<file path="src/rtl/block_stack_pkg.sv">
// Shared types for the stacker layer tracker.
// Layer extents, FSM states and a width helper.
package block_stack_pkg;

  localparam int XW_DEF = 9;

  typedef struct packed {
    logic [XW_DEF-1:0] l_start;
    logic [XW_DEF-1:0] l_end;
  } layer_t;

  typedef enum logic [2:0] {
    S_IDLE,
    S_PLAY,
    S_CALC,
    S_OVER,
    S_WIN
  } state_t;

  function automatic logic [XW_DEF-1:0] layer_width(
    input layer_t l
  );
    return l.l_end - l.l_start + XW_DEF'(1);
  endfunction

endpackage

</file>
<file path="src/rtl/block_overlap.sv">
// Overlap of the moving block with the top layer.
// Pure combinational max/min; no wrap since coordinates are unsigned.
module block_overlap
  import block_stack_pkg::*;
#(
  parameter type T = layer_t
) (
  input  T                          move_i,
  input  T                          top_i,
  output logic [$bits(T)/2-1:0]     lo_o,
  output logic [$bits(T)/2-1:0]     hi_o,
  output logic                      hit_o
);

  always_comb begin
    lo_o = (move_i.l_start > top_i.l_start) ?
           move_i.l_start : top_i.l_start;
    hi_o = (move_i.l_end < top_i.l_end) ?
           move_i.l_end : top_i.l_end;
    hit_o = (lo_o <= hi_o) &&
            (move_i.l_start <= move_i.l_end);
  end

endmodule

</file>
<file path="src/rtl/block_stack_tracker.sv">
// Layer history and placement judge for the stacker game.
// Trims each placed block to its overlap with the top layer.
module block_stack_tracker
  import block_stack_pkg::*;
#(
  parameter int XW    = XW_DEF,
  parameter int DEPTH = 12,
  parameter int LW    = $clog2(DEPTH+1)
) (
  input  logic          clk,
  input  logic          resetn,
  input  logic          init_valid,
  input  logic [XW-1:0] init_start,
  input  logic [XW-1:0] init_end,
  input  logic          place_valid,
  output logic          place_ready,
  input  logic [XW-1:0] move_start,
  input  logic [XW-1:0] move_end,
  output logic          result_valid,
  output logic          result_hit,
  output logic [XW-1:0] top_start,
  output logic [XW-1:0] top_end,
  output logic [XW-1:0] top_width,
  output logic [LW-1:0] level,
  output logic          game_over,
  output logic          win,
  input  logic [LW-1:0] rd_level,
  output logic [XW-1:0] rd_start,
  output logic [XW-1:0] rd_end
);

  localparam int AW = (DEPTH > 1) ? $clog2(DEPTH) : 1;

  typedef struct packed {
    logic [XW-1:0] l_start;
    logic [XW-1:0] l_end;
  } lyr_t;

  state_t        state_q, state_d;
  lyr_t          top_q, top_d;
  lyr_t          mv_q, mv_d;
  lyr_t          rd_q;
  logic [XW-1:0] width_q, width_d;
  logic [LW-1:0] level_q, level_d;
  logic          go_q, go_d;
  logic          win_q, win_d;
  logic          rv_q, rv_d;
  logic          rh_q, rh_d;

  lyr_t          layers_q [DEPTH];
  logic          wr_en;
  logic [LW-1:0] wr_idx;
  lyr_t          wr_data;

  logic [XW-1:0] ov_lo, ov_hi;
  logic          ov_hit;
  logic          init_ok;
  logic [LW-1:0] level_inc;

  block_overlap #(
    .T (lyr_t)
  ) u_overlap (
    .move_i (mv_q),
    .top_i  (top_q),
    .lo_o   (ov_lo),
    .hi_o   (ov_hi),
    .hit_o  (ov_hit)
  );

  assign init_ok   = init_valid &&
                     (init_start <= init_end);
  assign level_inc = level_q + LW'(1);

  always_comb begin
    state_d = state_q;
    top_d   = top_q;
    mv_d    = mv_q;
    level_d = level_q;
    go_d    = go_q;
    win_d   = win_q;
    rv_d    = 1'b0;
    rh_d    = rh_q;
    wr_en   = 1'b0;
    wr_idx  = level_q;
    wr_data = '{l_start: ov_lo, l_end: ov_hi};

    unique case (state_q)
      S_IDLE, S_OVER, S_WIN: begin
        if (init_ok) begin
          top_d   = '{l_start: init_start,
                      l_end:   init_end};
          level_d = LW'(1);
          go_d    = 1'b0;
          win_d   = 1'b0;
          wr_en   = 1'b1;
          wr_idx  = '0;
          wr_data = top_d;
          state_d = S_PLAY;
        end
      end
      S_PLAY: begin
        if (place_valid) begin
          mv_d    = '{l_start: move_start,
                      l_end:   move_end};
          state_d = S_CALC;
        end
      end
      S_CALC: begin
        rv_d = 1'b1;
        rh_d = ov_hit;
        if (ov_hit) begin
          wr_en   = 1'b1;
          top_d   = wr_data;
          level_d = level_inc;
          if (level_inc == LW'(DEPTH)) begin
            win_d   = 1'b1;
            state_d = S_WIN;
          end else begin
            state_d = S_PLAY;
          end
        end else begin
          go_d    = 1'b1;
          state_d = S_OVER;
        end
      end
      default: state_d = S_IDLE;
    endcase

    width_d = top_d.l_end - top_d.l_start + XW'(1);
  end

  always_ff @(posedge clk) begin
    if (!resetn) begin
      state_q <= S_IDLE;
      top_q   <= '0;
      mv_q    <= '0;
      width_q <= '0;
      level_q <= '0;
      go_q    <= 1'b0;
      win_q   <= 1'b0;
      rv_q    <= 1'b0;
      rh_q    <= 1'b0;
      rd_q    <= '0;
    end else begin
      state_q <= state_d;
      top_q   <= top_d;
      mv_q    <= mv_d;
      width_q <= width_d;
      level_q <= level_d;
      go_q    <= go_d;
      win_q   <= win_d;
      rv_q    <= rv_d;
      rh_q    <= rh_d;
      // layers at or above level are stale, so mask them
      if (rd_level < level_q)
        rd_q <= layers_q[rd_level[AW-1:0]];
      else
        rd_q <= '0;
    end
  end

  always_ff @(posedge clk) begin
    if (resetn && wr_en)
      layers_q[wr_idx[AW-1:0]] <= wr_data;
  end

  assign place_ready  = (state_q == S_PLAY);
  assign result_valid = rv_q;
  assign result_hit   = rh_q;
  assign top_start    = top_q.l_start;
  assign top_end      = top_q.l_end;
  assign top_width    = width_q;
  assign level        = level_q;
  assign game_over    = go_q;
  assign win          = win_q;
  assign rd_start     = rd_q.l_start;
  assign rd_end       = rd_q.l_end;

endmodule

</file>
<file path="config.mk">
export PLATFORM = sky130hd
export DESIGN_NAME = block_stack_tracker
export DESIGN_NICKNAME = d
export VERILOG_FILES = /design/src/rtl/block_stack_pkg.sv /design/src/rtl/block_overlap.sv /design/src/rtl/block_stack_tracker.sv
export SDC_FILE = /design/constraint.sdc
export NUM_CORES = 1
export LEC_CHECK = 0
export ABC_AREA = 1
export CAP_MARGIN = 20
export CORE_ASPECT_RATIO = 0.9
export CORE_MARGIN = 3
export CORE_UTILIZATION = 55
export DETAILED_ROUTE_END_ITERATION = 16
export PLACE_DENSITY = 0.76
export SLEW_MARGIN = 10
export SYNTH_ARGS = -nofsm -noshare
export SYNTH_HDL_FRONTEND = slang
export SYNTH_SLANG_ARGS = --single-unit
</file>
<file path="constraint.sdc">
create_clock -name clk -period 5.13 [get_ports clk]
set_input_delay 1.026 -clock clk [delete_from_list [all_inputs] [get_ports clk]]
set_output_delay 1.026 -clock clk [all_outputs]
set_load 0.05 [all_outputs]
</file>
==> flow_summary.json <==
{
  "status": "complete, no violations",
  "fin_nets": 1572,
  "cts_root_buffer": "sky130_fd_sc_hd__clkbuf_16",
  "worstPathArrival_ns": 5.46,
  "wire_length_of_the_first_global_routing_pass_um": 53030,
  "synthesis.instances": 1291,
  "grt.total_usage_pct": 26.26,
  "placed_cells_incl_taps": 1720,
  "ys_seq_elements": 290,
  "power_density_nw_per_um2": 765.5,
  "met1_usage_pct": 35.04,
  "grt_start_max_net_pins": 80,
  "syn-num-nets": 1400,
  "io_buf_count": 97,
  "floorplan.initialDensity_pct": 56.35,
  "max_stage_delay_ns": 0.38,
  "finalSetupTns_ns": 0,
  "cts.sinks": 290,
  "maximum_fanout_count_along_the_critical_path": 10,
  "finalSetupViolCount": 0,
  "fp-row-count": 53,
  "finalClockSkew_ns": 0.01938,
  "totalWireLength_um": 35950,
  "clock.fmax_mhz": 201.6,
  "firstDrtPassIters": 5,
  "pre_cts_ws_ns": -0.01783,
  "post_synth_edffs": 216,
  "clk_transition_reported_paths_ns": 0.07,
  "drv_slew": 0,
  "die_h_um": 153.1,
  "startpoint_type": "flop",
  "crit_path_frequent_cell": "sky130_fd_sc_hd__nand2_1",
  "source_to_sink_clock_delay_at_the_later_pin_of_the_worst_skew_pair_ns": 0.57,
  "antenna_diode_count": 0,
  "fillCellCount": 1670,
  "grt-busiest-layer": "met2",
  "die_w_um": 169.5,
  "syn-cell-area_um2": 13230,
  "period_share_pct": 96.71,
  "use_met3_pct": 3.931,
  "hold_path.class": "flop to flop",
  "final-instance-count-excl-fill": 1788,
  "crit_type": "flop to flop",
  "maxSlewHeadroom_pct": 29.78,
  "critical-path-slowest-cell": "sky130_fd_sc_hd__ha_1",
  "die-area_um2": 25950,
  "register_area_share_after_synthesis_pct": 60.23,
  "hpwl_um": 22550,
  "worst_slew_pin_slew_ns": 1.052,
  "post-route-drc-count": 0,
  "first_global_vias": 9799,
  "critical_path_required_ns": 5.63,
  "timing_hold_violations_final": 0,
  "drt-wirelength-per-cell_um": 20.10,
  "dominantRegCellSynth": "sky130_fd_sc_hd__edfxtp_1",
  "synth_async_sr_flop_share_pct": 0,
  "layout_min_cycle_time_ns": 4.961,
  "routabilityCongestion": 0.9044,
  "cts_buffer_depth": 3,
  "leakagePower_uw": 0.006327,
  "drive_above_1_share_pct": 17.50,
  "number_of_nets_with_antenna_violations_after_routing": 0,
  "end_kind": "flop",
  "cts_tree": "yes",
  "num_vias": 10530,
  "tritoncts.num_buffers": 29,
  "overflow_after_grt": 0,
  "grt_util_met2_pct": 43.45,
  "core-area_um2": 23480,
  "cts_hold_repair.buffers": 0,
  "grt_antenna_before_repair": 0,
  "final_core_util_pct": 70.36,
  "number_of_distinct_standard_cells_referenced_by_the_synthesized_netlist": 43,
  "first_iter_violations": 1025,
  "via_per_inst": 5.889,
  "vdd.ir_drop.worst_mv": 0.4818,
  "setup_ws_ns": 0.1689,
  "synthesis.yosys.warnings": 0,
  "synthToLayoutAreaGrowth_pct": 24.86,
  "h_tree_depth": 1,
  "io_pins": 98,
  "syn_avg_cell_area_um2": 10.25,
  "max_cap_violations": 0
}
## per-layer routing
metal / vias to the layer above / share of wire (%)
li1: 4899 / -
met1: 4963 / 39
met2: 543 / 47
met3: 125 / 8.5
met4: 0 / 4.8
met5: - / 0
## cell type report
cell class / instances / area, um^2 / area share [%]
Sequential cell: 290 / 7983 / 48.33
Multi-Input combinational cell: 827 / 5026 / 30.43
Timing Repair Buffer: 198 / 1758 / 10.64
Clock buffer: 34 / 764.5 / 4.629
Inverter: 117 / 445.4 / 2.697
Tap cell: 302 / 377.9 / 2.288
Clock inverter: 20 / 161.4 / 0.9773
## cell usage in the layout, fill, tap and decap left out, drive strengths merged, types with 2 or more instances in the layout
cell and n:
edfxtp 216, nand2 187, nor2 180, o21ai 175, inv 114, buf 101, clkdlybuf4s50 96, dfxtp 74
a21oi 67, ha 64, o22ai 47, clkbuf 35, nand3 35, clkinv 19, a311oi 17, nand4 9
o211ai 8, a31oi 6, o21a 6, nand3b 5, a21o 4, a211oi 4, o2111ai 4, or2 2
a221oi 2, clkinvlp 2, bufinv 2
## kinds of logic after synthesis
logic type,synth area share [%]
fa+ha+maj,6.205
simple gates,13.17
buf+inv,5.420
xor+xnor,0.1324
flops,60.23
compound gates,14.84
## sequential cells by signal, summed over array words and instances, names as in the netlist
signal / flops
game_over: 1
layers_q: 216
level: 4
mv_q: 18
rd_end: 9
rd_start: 9
result_hit: 1
result_valid: 1
state_q: 3
top_end: 9
top_start: 9
top_width: 9
win: 1
## critical path, delay by kind of cell (launching register included)
kind / cells / cell delay, ns
adder cells (fa/ha/maj): 4 / 1.25
AND/OR/NAND/NOR: 22 / 2.29
buffers and inverters: 5 / 0.43
AO/OA/AOI/OAI: 3 / 0.54
flip-flops: 1 / 0.37
## synthesized netlist by cell type, types with 8 or more instances
cell type                  instances  area, um^2
sky130_fd_sc_hd__o21ai_0         158       790.8
sky130_fd_sc_hd__ha_1             64       800.8
sky130_fd_sc_hd__o21ai_1          11       55.05
sky130_fd_sc_hd__nand3_1          28       140.1
sky130_fd_sc_hd__a21oi_1          63       315.3
sky130_fd_sc_hd__dfxtp_1          74        1481
sky130_fd_sc_hd__o211ai_1          8       60.06
sky130_fd_sc_hd__a311oi_1         17       148.9
sky130_fd_sc_hd__buf_2             8       40.04
sky130_fd_sc_hd__inv_1           107       401.6
sky130_fd_sc_hd__nand4_1           9       56.30
sky130_fd_sc_hd__nor2_1          175       656.9
sky130_fd_sc_hd__nand2_1         179       671.9
sky130_fd_sc_hd__edfxtp_1        216        6486
sky130_fd_sc_hd__o22ai_1          47       294.0
sky130_fd_sc_hd__clkbuf_1         42       157.7
## what timing repair did
item                                    4_1_cts  5_1_grt
endpoints found under the setup margin        1        6
gates resized for setup                       1       95
pin swaps                                     0       28
gates cloned                                  0        3
buffers inserted                              0       10
## power breakdown
part / leakage, uW / switching, uW / total (uW) / internal (uW)
clock network: 0.000456 / 885 / 2050 / 1170
registers: 0.00259 / 151 / 3570 / 3420
logic: 0.00328 / 4380 / 7020 / 2650
## through the flow
stage / power [uW] / cell area (um^2) / hold slack [ns]
2_1_floorplan: 7225 / 13230 / 0.4631
3_3_place_gp: 9288 / 15010 / 0.4575
4_1_cts: 11510 / 15960 / 0.4741
3_5_place_dp: 9448 / 15030 / 0.4620
5_1_grt: 13360 / 16520 / 0.4899
6_report: 12640 / 16520 / 0.4706
## path summary, 6_finish.rpt
path	from	to	slack [ns]	cells past startpoint
min reg2reg	win	win	0.47	2
min	win	win	0.47	2
max	top_start[5]	top_width[8]	0.17	34
max reg2reg	top_start[5]	top_width[8]	0.17	34
No activity file was read; power rests on OpenSTA's default activity.
